**src/rtl/boot_verifier_pkg.sv**
```systemverilog
// Shared encodings for the bootstrap path: region codes, FSM states and bus widths.
// Imported by the verifier and reused by the bootstrapper.
package boot_verifier_pkg;

  localparam int ADDR_W      = 17;
  localparam int CHECKSUM_W  = 16;
  localparam int NUM_REGIONS = 3;

  typedef enum logic [1:0] {
    REGION_SLICE     = 2'd0,
    REGION_LOOKAHEAD = 2'd1,
    REGION_CONTROL   = 2'd2
  } region_t;

  typedef enum logic [2:0] {
    IDLE,
    ISSUE,
    WAIT,
    CHECK,
    FINISH
  } state_t;

endpackage

```
**src/rtl/boot_verifier_if.sv**
```systemverilog
// Bootstrap read-back bus: EEPROM/SRAM read lines plus verifier control and status.
// master = the verifier that owns the bus while BUSY; slave = memories and supervisor.
interface boot_verifier_if;
  import boot_verifier_pkg::*;

  logic                  START;
  logic                  N_BOOTED;
  logic [7:0]            ROM_DATA;
  logic [7:0]            RAM_DATA;
  logic [ADDR_W-1:0]     ADDR;
  logic [1:0]            REGION;
  logic                  ROM_N_OE;
  logic                  SLICE_N_OE;
  logic                  LOOKAHEAD_N_OE;
  logic                  CONTROL_N_OE;
  logic                  BUSY;
  logic                  DONE;
  logic                  ERROR;
  logic [1:0]            ERR_REGION;
  logic [ADDR_W-1:0]     ERR_ADDR;
  logic [CHECKSUM_W-1:0] CHECKSUM;

  modport master (
    input  START, N_BOOTED, ROM_DATA, RAM_DATA,
    output ADDR, REGION, ROM_N_OE, SLICE_N_OE, LOOKAHEAD_N_OE, CONTROL_N_OE,
    output BUSY, DONE, ERROR, ERR_REGION, ERR_ADDR, CHECKSUM
  );

  modport slave (
    output START, N_BOOTED, ROM_DATA, RAM_DATA,
    input  ADDR, REGION, ROM_N_OE, SLICE_N_OE, LOOKAHEAD_N_OE, CONTROL_N_OE,
    input  BUSY, DONE, ERROR, ERR_REGION, ERR_ADDR, CHECKSUM
  );

endinterface

```
**src/rtl/boot_addr_seq.sv**
```systemverilog
// Byte address / region sequencer for the read-back pass. Walks every region in order,
// skipping zero-depth regions, and flags the final byte of the whole pass.
module boot_addr_seq
  import boot_verifier_pkg::*;
#(
  parameter int SLICE_DEPTH     = 65536,
  parameter int LOOKAHEAD_DEPTH = 4096,
  parameter int CONTROL_DEPTH   = 4096
) (
  input  logic              clk,
  input  logic              rst,
  input  logic              clear,
  input  logic              advance,
  output logic [ADDR_W-1:0] addr,
  output region_t           region,
  output logic              last_byte,
  output logic              empty
);

  logic [ADDR_W-1:0] addr_reg, addr_next;
  region_t           region_reg, region_next;
  logic [2:0]        first_region, following_region;
  logic              region_end;

  function automatic logic has_bytes(input int r);
    case (r)
      0:       return SLICE_DEPTH > 0;
      1:       return LOOKAHEAD_DEPTH > 0;
      2:       return CONTROL_DEPTH > 0;
      default: return 1'b0;
    endcase
  endfunction

  function automatic logic [ADDR_W-1:0] last_addr(input region_t r);
    case (r)
      REGION_SLICE:     return ADDR_W'(SLICE_DEPTH - 1);
      REGION_LOOKAHEAD: return ADDR_W'(LOOKAHEAD_DEPTH - 1);
      default:          return ADDR_W'(CONTROL_DEPTH - 1);
    endcase
  endfunction

  // Lowest region at or after 'from' that holds bytes; 3 means nothing left.
  function automatic logic [2:0] next_live(input logic [2:0] from);
    logic [2:0] result;
    result = 3'd3;
    for (int r = NUM_REGIONS - 1; r >= 0; r--) begin
      if (3'(r) >= from && has_bytes(r)) result = 3'(r);
    end
    return result;
  endfunction

  assign first_region     = next_live(3'd0);
  assign following_region = next_live(3'(region_reg) + 3'd1);
  assign region_end       = (addr_reg == last_addr(region_reg));
  assign last_byte        = region_end && (following_region == 3'd3);
  assign empty            = (first_region == 3'd3);

  always_comb begin
    addr_next   = addr_reg;
    region_next = region_reg;
    if (clear) begin
      addr_next   = '0;
      region_next = empty ? REGION_SLICE : region_t'(first_region[1:0]);
    end else if (advance && !last_byte) begin
      if (region_end) begin
        addr_next   = '0;
        region_next = region_t'(following_region[1:0]);
      end else begin
        addr_next = addr_reg + ADDR_W'(1);
      end
    end
  end

  always_ff @(posedge clk) begin
    if (rst) begin
      addr_reg   <= '0;
      region_reg <= REGION_SLICE;
    end else begin
      addr_reg   <= addr_next;
      region_reg <= region_next;
    end
  end

  assign addr   = addr_reg;
  assign region = region_reg;

endmodule

```
**src/rtl/boot_verifier.sv**
```systemverilog
// Post-bootstrap read-back checker: re-reads EEPROM and SRAM byte pairs, compares them,
// sums the SRAM bytes and reports pass or the first failing region/address.
module boot_verifier
  import boot_verifier_pkg::*;
#(
  parameter int SLICE_DEPTH     = 65536,
  parameter int LOOKAHEAD_DEPTH = 4096,
  parameter int CONTROL_DEPTH   = 4096,
  parameter int READ_LATENCY    = 2
) (
  input logic             CLK,
  input logic             RST,
  boot_verifier_if.master bus
);

  localparam int              LAT_W    = $clog2(READ_LATENCY) + 1;
  localparam logic [LAT_W-1:0] LAT_LAST = LAT_W'(READ_LATENCY - 1);

  state_t                state_reg, state_next;
  logic                  arm_reg;
  logic [LAT_W-1:0]      lat_cnt_reg;
  logic [7:0]            rom_byte_reg, ram_byte_reg;
  logic                  done_reg, error_reg;
  logic [1:0]            err_region_reg;
  logic [ADDR_W-1:0]     err_addr_reg;
  logic [CHECKSUM_W-1:0] checksum_reg;

  logic busy, mismatch;
  logic start_accept, seq_advance, capture, check_en, abort;

  logic [ADDR_W-1:0]      seq_addr;
  region_t                seq_region;
  logic                   seq_last, seq_empty;
  logic [NUM_REGIONS-1:0] sram_n_oe;

  boot_addr_seq #(
    .SLICE_DEPTH    (SLICE_DEPTH),
    .LOOKAHEAD_DEPTH(LOOKAHEAD_DEPTH),
    .CONTROL_DEPTH  (CONTROL_DEPTH)
  ) u_addr_seq (
    .clk      (CLK),
    .rst      (RST),
    .clear    (start_accept),
    .advance  (seq_advance),
    .addr     (seq_addr),
    .region   (seq_region),
    .last_byte(seq_last),
    .empty    (seq_empty)
  );

  assign busy     = (state_reg == ISSUE) || (state_reg == WAIT) || (state_reg == CHECK);
  assign mismatch = (rom_byte_reg != ram_byte_reg);

  // An accepted START spends one IDLE cycle armed before the first ISSUE.
  always_comb begin
    state_next   = state_reg;
    start_accept = 1'b0;
    seq_advance  = 1'b0;
    capture      = 1'b0;
    check_en     = 1'b0;
    abort        = 1'b0;
    if (busy && bus.N_BOOTED) begin
      abort      = 1'b1;
      state_next = IDLE;
    end else begin
      case (state_reg)
        IDLE: begin
          if (arm_reg) begin
            state_next = seq_empty ? FINISH : ISSUE;
          end else if (bus.START && !bus.N_BOOTED) begin
            start_accept = 1'b1;
          end
        end
        ISSUE: state_next = WAIT;
        WAIT: begin
          if (lat_cnt_reg == LAT_LAST) begin
            capture    = 1'b1;
            state_next = CHECK;
          end
        end
        CHECK: begin
          check_en = 1'b1;
          if (mismatch || seq_last) begin
            state_next = FINISH;
          end else begin
            seq_advance = 1'b1;
            state_next  = ISSUE;
          end
        end
        FINISH:  state_next = IDLE;
        default: state_next = IDLE;
      endcase
    end
  end

  always_ff @(posedge CLK) begin
    if (RST) begin
      state_reg      <= IDLE;
      arm_reg        <= 1'b0;
      lat_cnt_reg    <= '0;
      rom_byte_reg   <= '0;
      ram_byte_reg   <= '0;
      done_reg       <= 1'b0;
      error_reg      <= 1'b0;
      err_region_reg <= '0;
      err_addr_reg   <= '0;
      checksum_reg   <= '0;
    end else begin
      state_reg <= state_next;
      arm_reg   <= start_accept;
      if (state_reg == ISSUE) lat_cnt_reg <= '0;
      else if (state_reg == WAIT) lat_cnt_reg <= lat_cnt_reg + LAT_W'(1);
      if (capture) begin
        rom_byte_reg <= bus.ROM_DATA;
        ram_byte_reg <= bus.RAM_DATA;
      end
      if (start_accept) begin
        done_reg       <= 1'b0;
        error_reg      <= 1'b0;
        err_region_reg <= '0;
        err_addr_reg   <= '0;
        checksum_reg   <= '0;
      end
      if (check_en) begin
        checksum_reg <= checksum_reg + CHECKSUM_W'(ram_byte_reg);
        if (mismatch) begin
          error_reg      <= 1'b1;
          err_region_reg <= seq_region;
          err_addr_reg   <= seq_addr;
        end
      end
      if (state_reg == FINISH) done_reg <= 1'b1;
      if (abort) begin
        done_reg  <= 1'b0;
        error_reg <= 1'b0;
      end
    end
  end

  // Only the current region's SRAM is enabled, and only while the bus is owned.
  generate
    for (genvar gi = 0; gi < NUM_REGIONS; gi++) begin : g_sram_oe
      assign sram_n_oe[gi] = !(busy && (seq_region == region_t'(gi)));
    end
  endgenerate

  assign bus.ADDR           = seq_addr;
  assign bus.REGION         = seq_region;
  assign bus.ROM_N_OE       = !busy;
  assign bus.SLICE_N_OE     = sram_n_oe[REGION_SLICE];
  assign bus.LOOKAHEAD_N_OE = sram_n_oe[REGION_LOOKAHEAD];
  assign bus.CONTROL_N_OE   = sram_n_oe[REGION_CONTROL];
  assign bus.BUSY           = busy;
  assign bus.DONE           = done_reg;
  assign bus.ERROR          = error_reg;
  assign bus.ERR_REGION     = err_region_reg;
  assign bus.ERR_ADDR       = err_addr_reg;
  assign bus.CHECKSUM       = checksum_reg;

endmodule

```
**src/flat_wrapper.sv**
```systemverilog
// flat-port wrapper written by rule: the top's interface ports become plain ports
module boot_verifier_flat import boot_verifier_pkg::*;
#(
  parameter int SLICE_DEPTH     = 65536,
  parameter int LOOKAHEAD_DEPTH = 4096,
  parameter int CONTROL_DEPTH   = 4096,
  parameter int READ_LATENCY    = 2
)
  (CLK, RST, bus_START, bus_N_BOOTED, bus_ROM_DATA, bus_RAM_DATA, bus_ADDR, bus_REGION, bus_ROM_N_OE, bus_SLICE_N_OE, bus_LOOKAHEAD_N_OE, bus_CONTROL_N_OE, bus_BUSY, bus_DONE, bus_ERROR, bus_ERR_REGION, bus_ERR_ADDR, bus_CHECKSUM);
  boot_verifier_if bus_i ();
  input logic CLK;
  input logic RST;
  input wire logic [$bits(bus_i.START)-1:0] bus_START;
  input wire logic [$bits(bus_i.N_BOOTED)-1:0] bus_N_BOOTED;
  input wire logic [$bits(bus_i.ROM_DATA)-1:0] bus_ROM_DATA;
  input wire logic [$bits(bus_i.RAM_DATA)-1:0] bus_RAM_DATA;
  output wire logic [$bits(bus_i.ADDR)-1:0] bus_ADDR;
  output wire logic [$bits(bus_i.REGION)-1:0] bus_REGION;
  output wire logic [$bits(bus_i.ROM_N_OE)-1:0] bus_ROM_N_OE;
  output wire logic [$bits(bus_i.SLICE_N_OE)-1:0] bus_SLICE_N_OE;
  output wire logic [$bits(bus_i.LOOKAHEAD_N_OE)-1:0] bus_LOOKAHEAD_N_OE;
  output wire logic [$bits(bus_i.CONTROL_N_OE)-1:0] bus_CONTROL_N_OE;
  output wire logic [$bits(bus_i.BUSY)-1:0] bus_BUSY;
  output wire logic [$bits(bus_i.DONE)-1:0] bus_DONE;
  output wire logic [$bits(bus_i.ERROR)-1:0] bus_ERROR;
  output wire logic [$bits(bus_i.ERR_REGION)-1:0] bus_ERR_REGION;
  output wire logic [$bits(bus_i.ERR_ADDR)-1:0] bus_ERR_ADDR;
  output wire logic [$bits(bus_i.CHECKSUM)-1:0] bus_CHECKSUM;
  assign bus_i.START = bus_START;
  assign bus_i.N_BOOTED = bus_N_BOOTED;
  assign bus_i.ROM_DATA = bus_ROM_DATA;
  assign bus_i.RAM_DATA = bus_RAM_DATA;
  assign bus_ADDR = bus_i.ADDR;
  assign bus_REGION = bus_i.REGION;
  assign bus_ROM_N_OE = bus_i.ROM_N_OE;
  assign bus_SLICE_N_OE = bus_i.SLICE_N_OE;
  assign bus_LOOKAHEAD_N_OE = bus_i.LOOKAHEAD_N_OE;
  assign bus_CONTROL_N_OE = bus_i.CONTROL_N_OE;
  assign bus_BUSY = bus_i.BUSY;
  assign bus_DONE = bus_i.DONE;
  assign bus_ERROR = bus_i.ERROR;
  assign bus_ERR_REGION = bus_i.ERR_REGION;
  assign bus_ERR_ADDR = bus_i.ERR_ADDR;
  assign bus_CHECKSUM = bus_i.CHECKSUM;
  boot_verifier #(.SLICE_DEPTH(SLICE_DEPTH), .LOOKAHEAD_DEPTH(LOOKAHEAD_DEPTH), .CONTROL_DEPTH(CONTROL_DEPTH), .READ_LATENCY(READ_LATENCY)) u_core (.CLK(CLK), .RST(RST), .bus(bus_i));
endmodule
```
**config.mk**
```make
export PLATFORM = sky130hd
export DESIGN_NAME = boot_verifier_flat
export DESIGN_NICKNAME = d
export VERILOG_FILES = /design/src/rtl/boot_verifier_pkg.sv /design/src/rtl/boot_verifier_if.sv /design/src/rtl/boot_addr_seq.sv /design/src/rtl/boot_verifier.sv /design/src/flat_wrapper.sv
export SDC_FILE = /design/constraint.sdc
export NUM_CORES = 1
export LEC_CHECK = 0
export CAP_MARGIN = 20
export CORE_ASPECT_RATIO = 1.5
export CORE_MARGIN = 3
export CORE_UTILIZATION = 28
export DETAILED_ROUTE_END_ITERATION = 10
export SYNTH_ARGS = -nofsm -noshare
export SYNTH_HDL_FRONTEND = slang
export SYNTH_SLANG_ARGS = --single-unit
export TNS_END_PERCENT = 5
```
**constraint.sdc**
```tcl
create_clock -name CLK -period 2.85 [get_ports CLK]
set_input_delay 0.285 -clock CLK [delete_from_list [all_inputs] [get_ports CLK]]
set_output_delay 0.285 -clock CLK [all_outputs]
set_load 0.1 [all_outputs]
```
==> results of run 1 <==
power by group through the flow:
stage | Combinational, µW | Sequential [µW] | Clock, µW
floorplan | 72.9 | 1120 | 0
global placement | 119 | 1120 | 0
detailed placement | 120 | 1120 | 0
CTS | 121 | 1100 | 1150
global route | 128 | 1100 | 1210
finish | 118 | 1100 | 1120
routing by layer:
layer / GRT usage, % / routed length (µm) / part of all wire (%) / up-vias
li1: - / - / - / 1701
met1: 16.8 / 4320 / 42 / 1586
met2: 24.6 / 5220 / 51 / 79
met3: 3.59 / 450 / 4.4 / 17
met4: 4.79 / 192 / 1.9 / 0
met5: 0 / 0 / 0 / -
stage by stage:
| stage | cells | cell area [µm²] | setup WS (ns) | power (µW) | hold slack [ns] |
|---|---|---|---|---|---|
| after floorplan | 439 | 3750 | 0.0459 | 1190 | 0.385 |
| after global placement | 664 | 4560 | 0.474 | 1240 | 0.457 |
| after detailed placement | 664 | 4560 | 0.411 | 1240 | 0.460 |
| after CTS | 680 | 4850 | 0.475 | 2370 | 0.315 |
| after global routing | 680 | 4850 | 0.354 | 2430 | 0.320 |
| final | 680 | 4850 | 0.477 | 2340 | 0.310 |
layout make-up:
cell class	instances	area (µm²)
fill	1389	8160
multi-input combinational	329	2050
sequential	78	1560
timing repair buffer	90	718
clock buffer	9	225
tap	159	199
clock inverter	7	65.1
inverter	8	33.8
kinds of logic after synthesis:
family | share of synthesized area (%)
compound gates | 11.7
mux | 6.00
flops | 41.8
simple gates | 26.4
fa+ha+maj | 3.89
buf+inv | 3.59
xor+xnor | 6.57
worst max-delay path: cells and delay by family (launching register included):
kind	cells	cell delay [ns]
buf+inv	2	0.38
flops	1	0.56
simple gates	3	0.81
how the worst min path moves through the flow:
stage	cells past startpoint	from	to
floorplan	1	bus_N_BOOTED	u_core.bus.DONE
global placement	2	u_core.bus.ERR_ADDR[5]	u_core.bus.ERR_ADDR[5]
detailed placement	2	u_core.bus.ERR_ADDR[8]	u_core.bus.ERR_ADDR[8]
CTS	3	RST	u_core.bus.CHECKSUM[11]
global route	3	RST	u_core.bus.CHECKSUM[11]
finish	3	RST	u_core.bus.CHECKSUM[11]
cell usage in the layout, fill, tap and decap left out, drive strengths merged, types with 2 or more instances in the layout:
master         count
a21o               2
a21oi             41
a31oi              2
and2               2
and3               5
buf               72
clkbuf             9
clkdlybuf4s50     18
clkinv             4
clkinvlp           3
dfxtp             78
ha                10
inv                7
mux2               3
mux2i             19
nand2             46
nand3             37
nand4              6
nor2              60
nor3              10
nor3b              2
nor4               7
nor4b              2
o2111ai            2
o211ai             5
o21a               4
o21ai              5
o31a               2
or2                2
or3                8
or4                5
xnor2             19
xor2               9
==> summary by stage, run 1 <==
Clock tree
The number of buffers inserted to repair setup after CTS is 0. The H-tree generated during clock tree synthesis spans 3 levels. TritonCTS built the clock tree. At the later pin of the worst-skew pair, clock insertion delay measures 0.34 ns.

The cell chosen for the clock root is sky130_fd_sc_hd__clkbuf_16. After clock tree synthesis, the repair step resized 0 gates. The number of CTS-inserted buffers is 9. The number of sinks handled by clock tree synthesis is 78. After clock tree synthesis, the clock-pin slew on the worst setup and hold paths is 0.06 ns. The number of hold buffers added after CTS was 0. The maximum buffer depth of the clock tree is 2.

STA
The final setup violation count is 0. The maximum operating frequency is about 420 MHz. The clock period minus worst slack is about 2.4 ns. The hold violation total from the final report was 0. The number of pins exceeding their max-slew limit in the final report came to 0. The clock skew after layout is approximately 0.0073 ns. After routing, the total negative slack on setup checks comes to 0 ns. The transition at the pin with the smallest max-transition slack is around 0.57 ns.

Setup repair after global routing left no endpoint under its margin. In this run the tightest slew margin relative to its limit is approximately 62%. After layout, the worst path uses a little over four fifths of the clock period.

Yosys
The share of synthesized area occupied by flip-flops and latches is a little over two fifths. Yosys attributes the largest share of cell area to sky130_fd_sc_hd__dfxtp_1 42%, sky130_fd_sc_hd__nor2_1 5.8%, sky130_fd_sc_hd__a21oi_1 5.4%. In the synthesized netlist the async set-or-reset flop fraction comes to 0%. Dividing the synthesized area by the synthesized cell count gives around 8.5 µm². During synthesis, Yosys emitted a total of 0 warnings. The distinct cell type count of the synthesized netlist is between 50 and 60. The post-synthesis net count is 470. The most common cell in the synthesized netlist is sky130_fd_sc_hd__dfxtp_1. The largest area contributor in the synthesized netlist is sky130_fd_sc_hd__dfxtp_1.

The count of mapped cells out of synthesis is about 440. The flip-flop and latch count after synthesis is 78. The synthesized design contains 0 enable-type register cells. The fraction of synthesized cell area taken by the top area cell type is 41.8%. The commonest cells after synthesis are 78 x sky130_fd_sc_hd__dfxtp_1, 58 x sky130_fd_sc_hd__nor2_1, 45 x sky130_fd_sc_hd__nand2_1. The cell area after synthesis is 0.00373 mm². In the synthesized netlist the dominant register cell turns out to be sky130_fd_sc_hd__dfxtp_1.

Detailed routing
The number of vias in the routed layout is ~3400. The number of detailed-route iterations in the first pass is 4. The first routing iteration left around 110 violations. After detailed routing, the average wire length per cell comes to between 10 and 15 µm.

The via density per instance is slightly below 5. The total routed wirelength is 10200 µm. In the routed design, unresolved DRC markers number 0.

The number of nets with antenna violations after detailed routing is 0.

Setup path
The worst register-to-register path begins at u_core.u_addr_seq.addr[0]. The largest individual stage delay along the critical path comes from the cell sky130_fd_sc_hd__dfxtp_1. For flop-to-flop paths, the worst setup slack is approximately 0.50 ns. The launching instance or port of the critical path is u_core.state_reg[1].

The highest cell delay on the worst timing path is roughly 0.56 ns. The kind of critical path is reg -> out. At the worst endpoint, the required time is between 2 and 3 ns.

The endpoint identified for the worst register-to-register timing path is u_core.u_addr_seq.addr[11]. The depth of the worst register-to-register path is 8. STA puts the critical path data arrival time at 2.09 ns. In this run the worst setup path terminates at bus_CONTROL_N_OE. The signal on the critical path passes through nor2_1 -> nor2_4 -> clkinvlp_4 -> or3_4 -> buf_4. The type of destination of the critical path is an output pin. The sort of element at the start of the critical path is a flip-flop.

The largest fanout on the critical path is 10.

GRT
The global-route congestion overflow total is 0. The global-route wire length before repair is 16600 µm. Global routing used around 14% of the available tracks across all layers.

The largest net degree at the start of global routing is 55. The via count of the first global-routing pass came to between 3000 and 4000. The initial antenna violation count is 0.

Power and ir drop
The analysis attributes to cell leakage a power of 0.00188 µW. The power density normalized to cell area is 482 mW/mm². Internal power comes to 1810 µW.

IR analysis of the VDD net gives a maximum drop of roughly 0.00023 V. The clock network burns 48.0% of the power. The switching share of power is about 23%. Of the total power, combinational logic draws just over 5%. In this run, flip-flops and latches consume 47.0% of the power.

The analysis attributes to net switching a power of 532 µW.

Floorplan
Once the floorplan was initialized, standard cells occupied between 20% and 30% of the core. The width of the die is approximately 100 µm. The initialized floorplan defines 51 standard-cell rows. The vertical die dimension is about 150 µm. Pin placement for this block handled 81 I/O pins. The core region is 0.0130 mm². The die covers about 0.015 mm².

Placement
The congestion estimate from routability-driven global placement came to between 0.7 and 0.8. Detailed placement finished with a half-perimeter wire length of 7520 µm. The count of port buffers added during placement is 80.

Finish
0 antenna diodes ended up in the layout. In the final design database the tool counted ~550 nets. The end-of-flow core utilization is 37.3%. The fraction of layout instances using a drive strength above 1 is around a fifth.

The growth of design area from synthesis to finish is 30.0%.

Worst hold path
In this run the worst hold path is classified as in -> reg.

Flow run
The number of violations of the max-capacitance limit is 0.

Status
The flow ran to the end, and the final reports show no timing, DRC or antenna violations.
Power figures use the tool's default switching activity.
==> run 2, diff against run 1 <==
==> constraint.sdc (replaced) <==
create_clock -name CLK -period 2.4 [get_ports CLK]
set_input_delay 0.24 -clock CLK [delete_from_list [all_inputs] [get_ports CLK]]
set_output_delay 0.24 -clock CLK [all_outputs]
set_load 0.1 [all_outputs]
==> run 2 against run 1 <==
  * Sequential share of layout area is 1.0 points lower
  * Final cell count is 2.2% higher
  * First-iteration DRC count is 36% higher
  * Routed wire length decreased by 1.1%
  * Non-clock buffer count rose by 16
  * Power rose by 19%
  * Via count grew 2.0%
  * Die area is the same
  * Clock skew shrank 0.0013 ns
  * Hold slack worse by 0.031 ns
  * Highest routed layer unchanged
==> summary by stage, run 2 (synthesized netlist as in run 1, its figures left out) <==
STA
The clock skew after layout is roughly 0.0060 ns. The final critical path takes up between 90% and 100% of the cycle. In the final timing run, aggregate negative setup slack is 0 ns.

Static timing analysis puts the maximum clock frequency at approximately 440 MHz. Setup repair after global routing left no endpoint under its margin. The transition at the pin with the smallest max-transition slack is about 0.59 ns. The clock period minus worst slack is roughly 2.2 ns.

The final setup violation count is 0. Measured against its own limit, the worst slew margin works out to 60.9%. The hold violation total from the final report was 0.

The number of pins exceeding their max-slew limit in the final report came to 0.

Setup path
STA classifies the critical path endpoint as a flip-flop. The largest fanout on the critical path is 5. The required time at the worst-slack endpoint is ~2.6 ns. The critical path is of the reg -> reg type.

The dominant delay contributor by cell family on the critical path is simple AND/OR/NAND/NOR gates. STA classifies the critical path startpoint as a flip-flop. The standard cell with the maximum stage delay on the critical path is sky130_fd_sc_hd__or4_4. Together, buffers and inverters on the worst path number 1. The critical path goes through ha_1 -> inv_1 -> or4_4 -> nor4b_2 -> nand2_1 -> mux2_1. The arrival time at the worst endpoint is ~2.5 ns. In this design, the stage delay of the slowest critical-path cell is between 0.5 and 0.6 ns.

Detailed routing
The total routed wirelength is slightly above 10000 µm. The detail-routed net length per standard cell is around 14 µm. Before antenna repair, the detailed router went through 4 iterations. The detail route stage leaves a number of antenna-violating nets equal to 0. The highest layer touched by signal routing is met4. In the routed layout, each cell is associated on average with a via count of between 4 and 5.

For this run, design rule violations remaining after detail routing come to 0. The initial detailed-routing violation count is 144. The routed design uses around 5600 µm of met2 wire. The total length of routed met3 wires is ~480 µm. After detailed routing, the wire length on met1 is approximately 3800 µm. The routed layout has between 3000 and 4000 vias.

Floorplan
The core outline area is 0.0130 mm². The die area is around 0.015 mm². In this run the vertical extent of the chip is around 150 µm. The floorplan has 51 rows. The floorplan step set the die width to 100 µm. The starting density of the core is 28.7%. The number of top-level pins is just over 80.

GRT
The global-route congestion overflow total is 0. The initial antenna violation count was 0. The total global-route track usage is between 10% and 20%. The global-route wire length before repair is ~16000 µm. Entering global routing, the biggest net connects 55 pins. The via count of the first global-routing pass is around 3500.

Clock tree
The number of cells upsized or downsized after cts is 0. The cell chosen for the clock root is sky130_fd_sc_hd__clkbuf_16. The clock input transition at the sequential cells of the worst setup and hold paths is approximately 0.060 ns. Counting along the longest clock path gives a buffer depth of 2. Clock latency on the worst-skew pair, taken at its later pin, is around 0.33 ns. The tree built by TritonCTS fans out to 78 sinks. The number of hold buffers added after CTS is 0. TritonCTS built the clock tree. The number of buffers inserted to repair setup after CTS is 0. The number of CTS-inserted buffers is 9.

In this run the number of H-tree levels came out at 3.

Finish
The fraction of layout instances using a drive strength above 1 is between 20 and 25%. The leading cell type in the layout, fill and taps excluded is sky130_fd_sc_hd__buf_4. The growth of design area from synthesis to finish is 34.4%.

0 antenna diodes ended up in the layout. Leaving out fill and tap cells, the most frequent cells in the layout are 85 x sky130_fd_sc_hd__buf_4, 76 x sky130_fd_sc_hd__dfxtp_1, 55 x sky130_fd_sc_hd__nor2_1. Cells fill approximately two fifths of the core in the end. For this run, the post-layout net count is 563.

Power and ir drop
The net switching power is ~620 µW. Net switching is ~22% of the power. The power density normalized to cell area is 556 mW/mm². Summed over all cells, the static leakage comes to around 0.0020 µW. The clock network burns 48.2% of the power.

After layout, the design draws a total of ~2800 µW. The combinational power share is roughly 5.2%. Across the VDD grid, the largest voltage drop is approximately 0.00029 V.

The share of total power in sequential cells is 46.6%. The internal portion of the total power is roughly 2200 µW.

Status
The run finished with clean final reports.

Worst hold path
The tightest min-delay check is of the in -> reg type.

Placement
Once detailed placement completed, the half-perimeter wirelength came to 7680 µm. Input and output buffers added on the ports amount to 80. Routability-driven placement finished with a final weighted congestion of around 0.86.

Flow run
The number of violations of the max-capacitance limit is 0.
## run 2: cell count changes in the layout (fill, tap and decap cells not counted), sizes merged
cell      previous run  this run
clkbuf               9        11
clkinv               4         2
buf                 72        88
clkinvlp             3         2
## run 2: area by class of cell
cell class | instances | area, µm²
Sequential cell | 78 | 1560
Inverter | 8 | 33.8
Fill cell | 1343 | 8000
Clock buffer | 11 | 243
Multi-Input combinational cell | 329 | 2070
Tap cell | 159 | 199
Clock inverter | 4 | 47.5
Timing Repair Buffer | 106 | 863
## run 2: power groups by stage
| stage | sequential [µW] | combinational (µW) | clock [µW] |
|---|---|---|---|
| CTS | 1300 | 146 | 1390 |
| floorplan | 1330 | 89.4 | 0 |
| detailed placement | 1330 | 146 | 0 |
| global placement | 1330 | 144 | 0 |
| finish | 1300 | 144 | 1350 |
| global route | 1300 | 156 | 1440 |
## run 2: worst paths after layout
path | from | end | slack, ns | cells past startpoint
worst max-delay path | u_core.u_addr_seq.addr[0] | u_core.u_addr_seq.region[0] | 0.15 | 6
worst min-delay path | RST | u_core.bus.CHECKSUM[11] | 0.28 | 3
worst max register to register | u_core.u_addr_seq.addr[0] | u_core.u_addr_seq.region[0] | 0.15 | 6
worst min register to register | u_core.bus.ERR_ADDR[16] | u_core.bus.ERR_ADDR[16] | 0.47 | 2
## run 2: metrics by stage
step / setup slack (ns) / instances / hold WS (ns) / area (µm²)
5_1_grt: 0.0679 / 695 / 0.300 / 5020
2_1_floorplan: -0.276 / 439 / 0.340 / 3780
6_report: 0.152 / 695 / 0.279 / 5020
4_1_cts: 0.184 / 695 / 0.267 / 5020
3_3_place_gp: 0.204 / 680 / 0.453 / 4730
3_5_place_dp: 0.0962 / 680 / 0.463 / 4730
## run 2: tightest hold or removal path: cells and delay by family
| family | cells | cell delay [ns] |
|---|---|---|
| buffers and inverters | 2 | 0.21 |
| AOI/OAI and AO/OA | 1 | 0.12 |
## run 2: metal layers
layer  global-route usage, %  vias up
met5                       0        -
met4                    5.80        0
met3                    3.49       20
met2                    26.4       76
met1                    14.1     1628
li1                        -     1726
